### config.mk
export PLATFORM = sky130hd
export DESIGN_NAME = weight_rd_master
export DESIGN_NICKNAME = d
export VERILOG_FILES = /design/src/rtl/weight_bus_pkg.sv /design/src/rtl/weight_rd_master.sv
export SDC_FILE = /design/constraint.sdc
export NUM_CORES = 1
export LEC_CHECK = 0
export CORE_MARGIN = 4
export CORE_UTILIZATION = 40
export CTS_CLUSTER_SIZE = 24
export DETAILED_ROUTE_END_ITERATION = 12
export PLACE_DENSITY = 0.71
export SLEW_MARGIN = 40
export SYNTH_ARGS = -nofsm -noshare
export SYNTH_HDL_FRONTEND = slang
export SYNTH_SLANG_ARGS = --single-unit
### constraint.sdc
create_clock -name clk -period 2.38 [get_ports clk]
set_clock_uncertainty 0.05 [all_clocks]
set_input_delay 0.238 -clock clk [delete_from_list [all_inputs] [get_ports clk]]
set_output_delay 0.238 -clock clk [all_outputs]
set_load 0.03 [all_outputs]
### src/rtl/weight_bus_pkg.sv
// Shared types and constants for the weight-buffer bus.
// Used by the weight read master.
package weight_bus_pkg;

  typedef enum logic [1:0] {
    S_IDLE,
    S_ADDR,
    S_DATA,
    S_DONE
  } state_e;

  localparam int ARBURST_W = 4;
  localparam int DEF_DW    = 32;
  localparam int DEF_AW    = 32;

endpackage

### src/rtl/weight_rd_master.sv
// Weight-buffer bus read master: one burst in flight,
// returned beats written to the local buffer one cycle later.
module weight_rd_master
  import weight_bus_pkg::*;
#(
  parameter int DW         = DEF_DW,
  parameter int AW         = DEF_AW,
  parameter int BURST_LOG2 = 3,
  parameter int BUF_AW     = 10,
  parameter int NB_W       = 16
) (
  input  logic                  clk,
  input  logic                  rst,
  input  logic                  cmd_valid,
  output logic                  cmd_ready,
  input  logic [AW-1:0]         cmd_addr,
  input  logic [NB_W-1:0]       cmd_nburst,
  input  logic [BUF_AW-1:0]     cmd_buf_addr,
  output logic [AW-1:0]         araddr,
  output logic                  arvalid,
  output logic [ARBURST_W-1:0]  arburst,
  input  logic                  arready,
  input  logic [DW-1:0]         rdata,
  input  logic                  rvalid,
  input  logic                  rlast,
  output logic                  buf_we,
  output logic [BUF_AW-1:0]     buf_waddr,
  output logic [DW-1:0]         buf_wdata,
  output logic                  busy,
  output logic                  done,
  output logic                  err
);

  localparam int BEATS = 1 << BURST_LOG2;
  localparam int BW    = BURST_LOG2 + 1;

  localparam logic [BW-1:0]     BEAT_END  = BW'(BEATS);
  localparam logic [BW-1:0]     BEAT_LAST = BW'(BEATS - 1);
  localparam logic [AW-1:0]     ADDR_STEP = AW'(BEATS);
  localparam logic [BUF_AW-1:0] BUF_STEP  = BUF_AW'(BEATS);

  state_e              state_q, state_d;
  logic [AW-1:0]       addr_q, addr_d;
  logic [BUF_AW-1:0]   base_q, base_d;
  logic [NB_W-1:0]     rem_q, rem_d;
  logic [BW-1:0]       beat_q, beat_d;
  logic                err_q, err_d;
  logic                we_q, we_d;
  logic [BUF_AW-1:0]   waddr_q, waddr_d;
  logic [DW-1:0]       wdata_q, wdata_d;

  // State and datapath registers with synchronous reset
  always_ff @(posedge clk) begin
    if (rst) begin
      state_q <= S_IDLE;
      addr_q  <= '0;
      base_q  <= '0;
      rem_q   <= '0;
      beat_q  <= '0;
      err_q   <= 1'b0;
      we_q    <= 1'b0;
      waddr_q <= '0;
      wdata_q <= '0;
    end else begin
      state_q <= state_d;
      addr_q  <= addr_d;
      base_q  <= base_d;
      rem_q   <= rem_d;
      beat_q  <= beat_d;
      err_q   <= err_d;
      we_q    <= we_d;
      waddr_q <= waddr_d;
      wdata_q <= wdata_d;
    end
  end

  // Next-state, burst bookkeeping and buffer write stage
  always_comb begin
    state_d = state_q;
    addr_d  = addr_q;
    base_d  = base_q;
    rem_d   = rem_q;
    beat_d  = beat_q;
    err_d   = err_q;
    we_d    = 1'b0;
    waddr_d = waddr_q;
    wdata_d = wdata_q;

    unique case (state_q)
      S_IDLE: begin
        if (cmd_valid) begin
          addr_d  = cmd_addr;
          base_d  = cmd_buf_addr;
          rem_d   = cmd_nburst;
          err_d   = 1'b0;
          state_d = (cmd_nburst == '0) ? S_DONE : S_ADDR;
        end
        if (rvalid) err_d = 1'b1;
      end
      S_ADDR: begin
        if (arready) begin
          state_d = S_DATA;
          beat_d  = '0;
          rem_d   = rem_q - 1'b1;
        end
        if (rvalid) err_d = 1'b1;
      end
      S_DATA: begin
        if (rvalid) begin
          // Beats past the burst length are dropped
          if (beat_q != BEAT_END) begin
            we_d    = 1'b1;
            waddr_d = base_q + BUF_AW'(beat_q);
            wdata_d = rdata;
            beat_d  = beat_q + 1'b1;
            if (beat_q == BEAT_LAST && !rlast) err_d = 1'b1;
          end
          if (rlast) begin
            if (beat_q != BEAT_LAST) err_d = 1'b1;
            addr_d  = addr_q + ADDR_STEP;
            base_d  = base_q + BUF_STEP;
            state_d = (rem_q != '0) ? S_ADDR : S_DONE;
          end
        end
      end
      S_DONE: begin
        state_d = S_IDLE;
        if (rvalid) err_d = 1'b1;
      end
    endcase
  end

  assign cmd_ready = (state_q == S_IDLE) && !rst;
  assign arvalid   = (state_q == S_ADDR);
  assign araddr    = addr_q;
  assign arburst   = ARBURST_W'(BURST_LOG2);
  assign busy      = (state_q != S_IDLE);
  assign done      = (state_q == S_DONE);
  assign err       = err_q;
  assign buf_we    = we_q;
  assign buf_waddr = waddr_q;
  assign buf_wdata = wdata_q;

endmodule

==> flow_metrics.py, run 1 <==
metrics = {
    "finish": {
        "multi_input_area_mm2": 0.00310,
        "seqCellArea_mm2": 0.00216,
        "drive_gt1_share_pct": 6.29,
        "fin_nets": 993,
        "mostFrequentLayoutCells": "clkdlybuf4s50_1, nand2_1, dfxtp_1",
        "syn2layout_area_growth_pct": 40.8,
        "nFillCells": 1243,
        "final_common_cell": "clkdlybuf4s50_1",
        "antenna_cells": 0,
        "utilization_pct": 58.2,
    },
    "placement": {
        "hpwl_mm": 13.4,
        "numPortBuffers": 175,
        "routabilityCongestion": 0.953,
    },
    "power": {
        "power_leakage_nw": 2.71,
        "p_sw_mw": 1.47,
        "p_comb_share_pct": 24.1,
        "pwr-share-clk_pct": 32.0,
        "power_switching_share_pct": 30.8,
        "intPower_mw": 3.29,
        "power_density_mw_per_mm2": 610,
        "vdd_ir_drop_max_uv": 274,
        "seqPwrFrac_pct": 43.9,
    },
    "setup_path": {
        "cp_data_required_time_ns": 2.09,
        "max_stage_delay_ns": 0.69,
        "worst_setup_path_end_kind": "output pin",
        "path_cells": "or2_2, nor2_1, clkdlybuf4s50_1",
        "crit_fanout": 12,
        "crit_slowest_cell": "clkdlybuf4s50_1",
        "worstPathArrival_ns": 1.96,
        "crit_type": "flip-flop to output pin",
        "crit_path_start_kind": "flip-flop",
    },
    "sta": {
        "report.final.slew_viol_count": 0,
        "finalHoldWorstSlack_ns": 0.388,
        "rsz0062_at_grt": "false",
        "tightest_slew_ns": 0.808,
        "relSlewSlack_pct": 45.7,
        "hold_viol": 0,
        "fin_crit_ns": 2.25,
        "finalCritPeriodShare_pct": 94.4,
        "tns_ns": 0,
        "fmax_mhz": 445,
        "setup_viol": 0,
    },
    "grt": {
        "grt_max_degree": 59,
        "grt_pass1_vias": 6002,
        "gr-total-overflow": 0,
        "grt_pass1_wl_mm": 29.2,
        "antenna_found_initial": 0,
        "grt_usage_pct": 22.1,
    },
    "route": {
        "drc": 0,
        "routed_wl_mm": 18.1,
        "routedWlPerCell_um": 16.9,
        "ant_nets": 0,
        "vias": 6059,
        "avgViaCountPerCell": 5.68,
        "drt-initial-drc-count": 585,
        "first_pass_iters": 5,
    },
    "logic_synthesis": {
        "syn_area_mm2": 0.00553,
        "yosysTopAreaCellShare_pct": 39.1,
        "synth-async-reset-ratio_pct": 0,
        "syn_inst": 727,
        "synth_seq_area_share_pct": 39.1,
        "synth_top_area_cell": "dfxtp_1",
        "synth.distinct_cells": 63,
        "synth_area_leaders": "dfxtp_1, nand2_1, a21oi_1",
        "synthFlopType": "dfxtp_1",
        "avgSynthCellArea_um2": 7.61,
        "synth_edf_count": 0,
        "yosysWarnings": 0,
        "synth_seq_cells": 108,
    },
    "die": {
        "initial_core_util_pct": 41.3,
        "row_count": 42,
        "fp.dieH_um": 126,
        "io_pins": 180,
        "coreArea_mm2": 0.0134,
        "dieArea_mm2": 0.0158,
        "dieWidth_um": 126,
    },
    "status": {
        "status": "complete, no violations",
    },
    "min_path": {
        "hold_class": "input port to flip-flop",
    },
    "clock_tree": {
        "cts_tree": "built",
        "clk_pin_slew_worst_paths_ns": 0.07,
        "numCtsBuffers": 9,
        "clk_latency_ns": 0.35,
        "clk_path_buf_depth": 2,
        "cts_setup_buffers": 0,
        "root_buffer": "clkbuf_16",
        "cts_num_sinks": 108,
        "cts_hold_buffers": 0,
        "post_cts_resized": 0,
        "htree_levels": 3,
    },
    "flow_run": {
        "drv_cap": 0,
    },
}
## metrics by stage
| stage | area (µm²) | power (mW) | setup slack [ns] | instances |
|---|---|---|---|---|
| after detailed placement | 7490 | 3.27 | 0.222 | 1051 |
| after CTS | 7790 | 4.79 | 0.110 | 1066 |
| final | 7790 | 4.76 | 0.132 | 1066 |
| after global routing | 7790 | 4.98 | 0.0111 | 1066 |
| after floorplan | 5540 | 2.75 | 0.290 | 729 |
| after global placement | 7490 | 3.24 | 0.336 | 1051 |
## routing by layer
metal	GRT usage, %	part of all wire, %	wire length (µm)	vias to the layer above
li1	-	-	-	2928
met1	27.1	42	7630	2808
met2	36.9	46	8250	278
met3	6.44	9.5	1720	45
met4	7.91	2.5	458	0
met5	0	0	0	-
## worst paths after layout
kind         cells past startpoint  slack, ns       endpoint          start
max                              3       0.13      cmd_ready     state_q[0]
min                              3       0.39  buf_wdata[15]      rdata[15]
max reg2reg                      8       0.21   buf_waddr[8]      beat_q[0]
min reg2reg                      2       0.40  buf_wdata[26]  buf_wdata[26]
## cell type report
class,count,area share [%]
multi-input combinational,551,39.8
sequential,108,27.7
timing repair buffer,200,25.0
clock buffer,10,3.07
tap,176,2.83
clock inverter,5,0.771
inverter,16,0.771
## worst max-delay path: cells and delay by family (launching register included)
kind / cells / cell delay (ns)
buf+inv: 1 / 0.69
flops: 1 / 0.46
simple gates: 2 / 0.48
## power groups by stage
| stage | sequential, mW | combinational [mW] | clock, mW |
|---|---|---|---|
| 5_1_grt | 2.11 | 1.24 | 1.63 |
| 3_3_place_gp | 2.12 | 1.12 | 0 |
| 2_1_floorplan | 2.22 | 0.536 | 0 |
| 3_5_place_dp | 2.13 | 1.14 | 0 |
| 6_report | 2.09 | 1.15 | 1.52 |
| 4_1_cts | 2.09 | 1.15 | 1.56 |
## Yosys cell counts, types with 3 or more instances
cell type  instances
inv_1             16
a221oi_1           4
nand2b_1           4
ha_1              10
nor4_1            13
nor2b_1            8
dfxtp_1          108
nor4b_1            3
buf_2              4
nor3b_1            3
buf_1              4
a31oi_1            7
xor2_1             6
and3_1             5
nand2_1          130
nor2_1            58
or3_1              6
or4_1              4
o31ai_1            3
nor3_1            12
a311oi_1           8
and4_1             4
or2_2              4
a21oi_1           89
a2111oi_0          3
o21ai_0           46
clkbuf_1          41
xnor2_1            4
nand3_1           18
a22oi_1            5
o22ai_1           11
nand4_1           15
buf_4              5
mux2i_1            5
a211oi_1          24
a21o_1             3
## state kept, by name (all words and copies together) (netlist names)
register / cells
buf_wdata: 32
beat_q: 4
base_q: 10
buf_waddr: 10
araddr: 32
err: 1
state_q: 2
rem_q: 16
buf_we: 1
## cells by family (layout without fill, tap and decap cells)
logic type | after synthesis | in the layout | synth area share (%)
buffers and inverters | 70 | 231 | 5.18
other | 2 | 4 | 0.136
flip-flops | 108 | 108 | 39.1
XOR/XNOR | 10 | 10 | 1.58
adder cells (fa/ha/maj) | 11 | 11 | 2.62
AO/OA/AOI/OAI | 219 | 219 | 23.9
AND/OR/NAND/NOR | 302 | 302 | 26.6
multiplexers | 5 | 5 | 0.905
(Power assumes the default switching activity.)
==> inputs of run 2 (changes only) <==
Settings changed: DONT_BUFFER_PORTS set to 1, PLACE_DENSITY 0.71 to not set.
==> run 2 against run 1 <==
  * Register-to-register slack lost 0.02 ns
  * First-iteration DRC count shrank 9.2%
  * Via count decreased by 6.8%
  * Die area did not move
  * Sequential share of layout area grew 4.8 points
  * Worst hold slack got worse by 0.37 ns
  * Sequential power is essentially flat
  * Clock power grew 3%
  * Largest power group unchanged
==> flow_metrics.py, run 2 (synthesized netlist as in run 1, its figures left out) <==
metrics = {
    "finish": {
        "antenna_cells": 0,
        "nFillCells": 1285,
        "drive_gt1_share_pct": 10.1,
        "final_common_cell": "nand2_1",
        "syn2layout_area_growth_pct": 20.2,
        "fin_nets": 883,
        "mostFrequentLayoutCells": "nand2_1, dfxtp_1, a21oi_1",
        "utilization_pct": 49.6,
    },
    "die": {
        "row_count": 42,
        "io_pins": 180,
        "coreArea_mm2": 0.0134,
        "initial_core_util_pct": 41.3,
        "dieWidth_um": 126,
        "dieArea_mm2": 0.0158,
        "fp.dieH_um": 126,
    },
    "flow_run": {
        "drv_cap": 0,
    },
    "setup_path": {
        "rrSetupSlack_ns": 0.19,
        "crit_path_start_kind": "flip-flop",
        "worst_setup_path_end_kind": "output pin",
        "cp_data_required_time_ns": 2.09,
        "rr_startpoint": "state_q[1]",
        "crit_fanout": 36,
        "setup.worst_path.start": "state_q[1]",
        "crit_type": "flip-flop to output pin",
        "worstPathArrival_ns": 1.94,
    },
    "route": {
        "drc": 0,
        "drt-initial-drc-count": 531,
        "routed_wl_mm": 17.8,
        "ant_nets": 0,
        "avgViaCountPerCell": 5.90,
        "vias": 5649,
        "routedWlPerCell_um": 18.6,
        "first_pass_iters": 5,
    },
    "sta": {
        "finalHoldWorstSlack_ns": 0.0168,
        "fin_crit_ns": 2.23,
        "setup_viol": 0,
        "fmax_mhz": 449,
        "rsz0062_at_grt": "false",
        "relSlewSlack_pct": 54.3,
        "hold_viol": 0,
        "report.final.slew_viol_count": 0,
        "tns_ns": 0,
        "fin_ws_ns": 0.151,
        "finalCritPeriodShare_pct": 93.7,
        "tightest_slew_ns": 0.680,
    },
    "grt": {
        "grt_max_degree": 93,
        "antenna_found_initial": 0,
        "grt_pass1_vias": 5597,
        "gr-total-overflow": 0,
        "grt_usage_pct": 21.9,
        "grt_pass1_wl_mm": 28.6,
    },
    "clock_tree": {
        "cts_hold_buffers": 43,
        "post_cts_resized": 0,
        "clk_path_buf_depth": 2,
        "numCtsBuffers": 9,
        "clk_pin_slew_worst_paths_ns": 0.08,
        "cts_num_sinks": 108,
        "root_buffer": "clkbuf_16",
        "clk_latency_ns": 0.34,
        "cts_tree": "built",
        "htree_levels": 3,
        "cts_setup_buffers": 0,
    },
    "power": {
        "power_density_mw_per_mm2": 693,
        "power_leakage_nw": 2.36,
        "vdd_ir_drop_max_uv": 329,
    },
    "placement": {
        "hpwl_mm": 12.1,
        "numPortBuffers": 0,
        "pre_cts_slack_ns": 0.228,
        "routabilityCongestion": 0.918,
    },
    "status": {
        "status": "complete, no violations",
    },
    "min_path": {
        "hold_class": "input port to flip-flop",
        "hold_start": "cmd_buf_addr[4]",
    },
}
## run 2: cell count changes in the layout (fill, tap and decap cells not counted), sizes merged
cell,previous run,this run
buf,26,48
clkbuf,10,9
clkdlybuf4s50,174,0
clkinv,2,1
clkinvlp,1,2
dlygate4sd3,0,42
inv,17,19
## run 2: worst paths after layout
path                    end  depth (start not counted)
hold / removal    base_q[4]                          2
setup / recovery    arvalid                          5
hold reg to reg   base_q[0]                          2
setup reg to reg  araddr[3]                          6
## run 2: metrics by stage
stage	cell area [µm²]	total power [mW]	cells
finish	6650	4.61	957
global route	6650	4.84	957
CTS	6650	4.65	957
detailed placement	5900	2.99	898
global placement	5900	2.96	898
floorplan	5540	2.75	729
## run 2: cell type report
type | count | area (µm²) | share of cell area (%)
Clock buffer | 9 | 225 | 3.39
Tap cell | 176 | 220 | 3.31
Clock inverter | 7 | 82.6 | 1.24
Multi-Input combinational cell | 551 | 3100 | 46.6
Sequential cell | 108 | 2160 | 32.5
Timing Repair Buffer | 90 | 801 | 12.0
Inverter | 16 | 60.1 | 0.903
## run 2: worst max-delay path, stage by stage, from the launching register on
cell	delay, ns
dfxtp_1	0.42
buf_4	0.38
nand2b_1	0.18
inv_1	0.19
buf_4	0.24
buf_4	0.17
## run 2: metal layers
layer	GRT usage (%)	vias up	routed length [µm]
li1	-	2697	-
met1	27.1	2621	7100
met2	35.7	302	8230
met4	8.10	0	399
met3	6.94	29	2050
met5	0	-	0
## run 2: where the power goes
part	switching, mW	leakage, nW	total, mW	internal [mW]
Combinational	0.574	1.34	0.934	0.360
Clock	0.729	0.145	1.56	0.834
Sequential	0.187	0.883	2.11	1.93
==> inputs of run 3 (changes only) <==
Clock period 2.38 ns to 2.6 ns, I/O delays scaled along.
==> run 3 against run 2 <==
  * Register-to-register slack gained 0.20 ns
  * Largest cell class unchanged
  * Combinational power shrank 12%
  * Die area is the same
  * Highest routed layer unchanged
  * Via count shrank 0.16%
  * First-iteration DRC count shrank 17%
  * Clock power shrank 10%
  * Worst hold slack gained 0.0019 ns
  * Global-route usage shrank 0.36 points
==> flow_metrics.py, run 3 (synthesized netlist as in run 1, its figures left out) <==
metrics = {
    "clock_tree": {
        "cts_num_sinks": 108,
        "clk_pin_slew_worst_paths_ns": 0.07,
        "numCtsBuffers": 9,
        "htree_levels": 3,
        "cts_tree": "built",
        "clk_latency_ns": 0.35,
        "clk_path_buf_depth": 2,
        "cts_setup_buffers": 0,
        "root_buffer": "clkbuf_16",
    },
    "power": {
        "p_sw_mw": 1.34,
        "p_total_mw": 4.17,
        "power_density_mw_per_mm2": 636,
        "power_leakage_nw": 2.30,
        "seqPwrFrac_pct": 46.5,
        "p_comb_share_pct": 19.8,
        "intPower_mw": 2.83,
        "vdd_ir_drop_max_uv": 320,
        "pwr-share-clk_pct": 33.7,
        "power_switching_share_pct": 32.1,
    },
    "placement": {
        "routabilityCongestion": 0.898,
        "numPortBuffers": 0,
        "hpwl_mm": 12.0,
        "placed_cells": 890,
        "pre_cts_slack_ns": 0.417,
    },
    "finish": {
        "final_common_cell": "nand2_1",
        "stdcell_count": 945,
        "nFillCells": 1293,
        "syn2layout_area_growth_pct": 18.5,
        "fin_nets": 871,
        "antenna_cells": 0,
        "mostFrequentLayoutCells": "nand2_1, dfxtp_1, a21oi_1",
        "drive_gt1_share_pct": 9.23,
    },
    "grt": {
        "grt_max_degree": 92,
        "grt_pass1_wl_mm": 28.1,
        "grt_pass1_vias": 5596,
        "grt.busiest_layer": "met2",
        "grt_usage_pct": 21.5,
        "antenna_found_initial": 0,
        "gr-total-overflow": 0,
        "grtUsageMet1_pct": 26.2,
        "global_route.usage.met2_pct": 34.8,
        "gr-usage-met3_pct": 7.92,
    },
    "sta": {
        "setup_viol": 0,
        "finalCritPeriodShare_pct": 85.0,
        "report.final.slew_viol_count": 0,
        "fin_ws_ns": 0.389,
        "finalHoldWorstSlack_ns": 0.0187,
        "fmax_mhz": 452,
        "fin_crit_ns": 2.21,
        "tns_ns": 0,
        "hold_viol": 0,
        "rsz0062_at_grt": "false",
        "relSlewSlack_pct": 55.3,
        "tightest_slew_ns": 0.664,
    },
    "route": {
        "avgViaCountPerCell": 5.97,
        "drc": 0,
        "routed_wl_mm": 17.5,
        "ant_nets": 0,
        "first_pass_iters": 5,
        "vias": 5640,
        "drt-initial-drc-count": 441,
        "routedWlPerCell_um": 18.5,
    },
    "setup_path": {
        "crit_buf_inv": 1,
        "max_stage_delay_ns": 0.43,
        "worst_setup_path_end_kind": "flip-flop",
        "crit_fanout": 5,
        "worstPathArrival_ns": 2.37,
        "cp_data_required_time_ns": 2.76,
        "crit_slowest_cell": "dfxtp_1",
        "crit_type": "flip-flop to flip-flop",
        "crit_family": "adder cells",
        "crit_path_start_kind": "flip-flop",
        "path_cells": "ha_1, inv_1, fa_1, nor2b_1, o21ai_0, a211oi_1, xnor2_1, a21oi_1",
    },
    "flow_run": {
        "drv_cap": 0,
    },
    "die": {
        "io_pins": 180,
        "dieWidth_um": 126,
        "fp.dieH_um": 126,
        "row_count": 42,
        "initial_core_util_pct": 41.3,
        "dieArea_mm2": 0.0158,
        "coreArea_mm2": 0.0134,
    },
    "min_path": {
        "hold_class": "input port to flip-flop",
    },
    "status": {
        "status": "complete, no violations",
    },
}
run 3: cell count changes in the layout (fill, tap and decap cells not counted):
cell and delta:
buf_4 -9, dlygate4sd3_1 -4, clkinv_2 +2, buf_12 +1
clkinv_4 -1, inv_6 -1
run 3: final cells by class:
type	instances	area (µm²)	share of cell area, %
repair buffers	78	713	10.9
well taps	176	220	3.36
flip-flops and latches	108	2160	33.0
multi-input cells	551	3100	47.3
clock buffers	9	225	3.43
inverters	16	60.1	0.916
clock inverters	7	75.1	1.14
run 3: per-layer routing:
layer,wire (µm),vias up,part of all wire [%]
met2,8130,265,46
met5,0,-,0
met4,392,0,2.2
met1,7060,2659,40
met3,1920,33,11
li1,-,2683,-
run 3: timing repair:
action                    CTS  global route
gates resized for setup     0             0
hold endpoints to repair   92             0
hold buffers               39             0
run 3: worst paths after layout:
path                            startpoint             to  slack (ns)  cells after the start
worst max-delay path             beat_q[0]   buf_waddr[8]        0.39                      8
worst min-delay path             rdata[29]  buf_wdata[29]        0.02                      2
worst max register to register   beat_q[0]   buf_waddr[8]        0.39                      8
worst min register to register   base_q[0]      base_q[0]        0.41                      2
run 3: per-stage QoR:
step                      instance area (µm²)  utilization, %
final                                    6560            48.9
after global routing                     6560            48.9
after CTS                                6560            48.9
after detailed placement                 5850            43.7
after global placement                   5850            43.7
after floorplan                          5540               -
run 3: power groups by stage:
stage | registers (mW) | clock network, mW | logic [mW]
2_1_floorplan | 2.03 | 0 | 0.491
3_5_place_dp | 1.98 | 0 | 0.744
5_1_grt | 1.96 | 1.51 | 0.909
6_report | 1.94 | 1.40 | 0.826
3_3_place_gp | 1.97 | 0 | 0.726
4_1_cts | 1.94 | 1.44 | 0.820
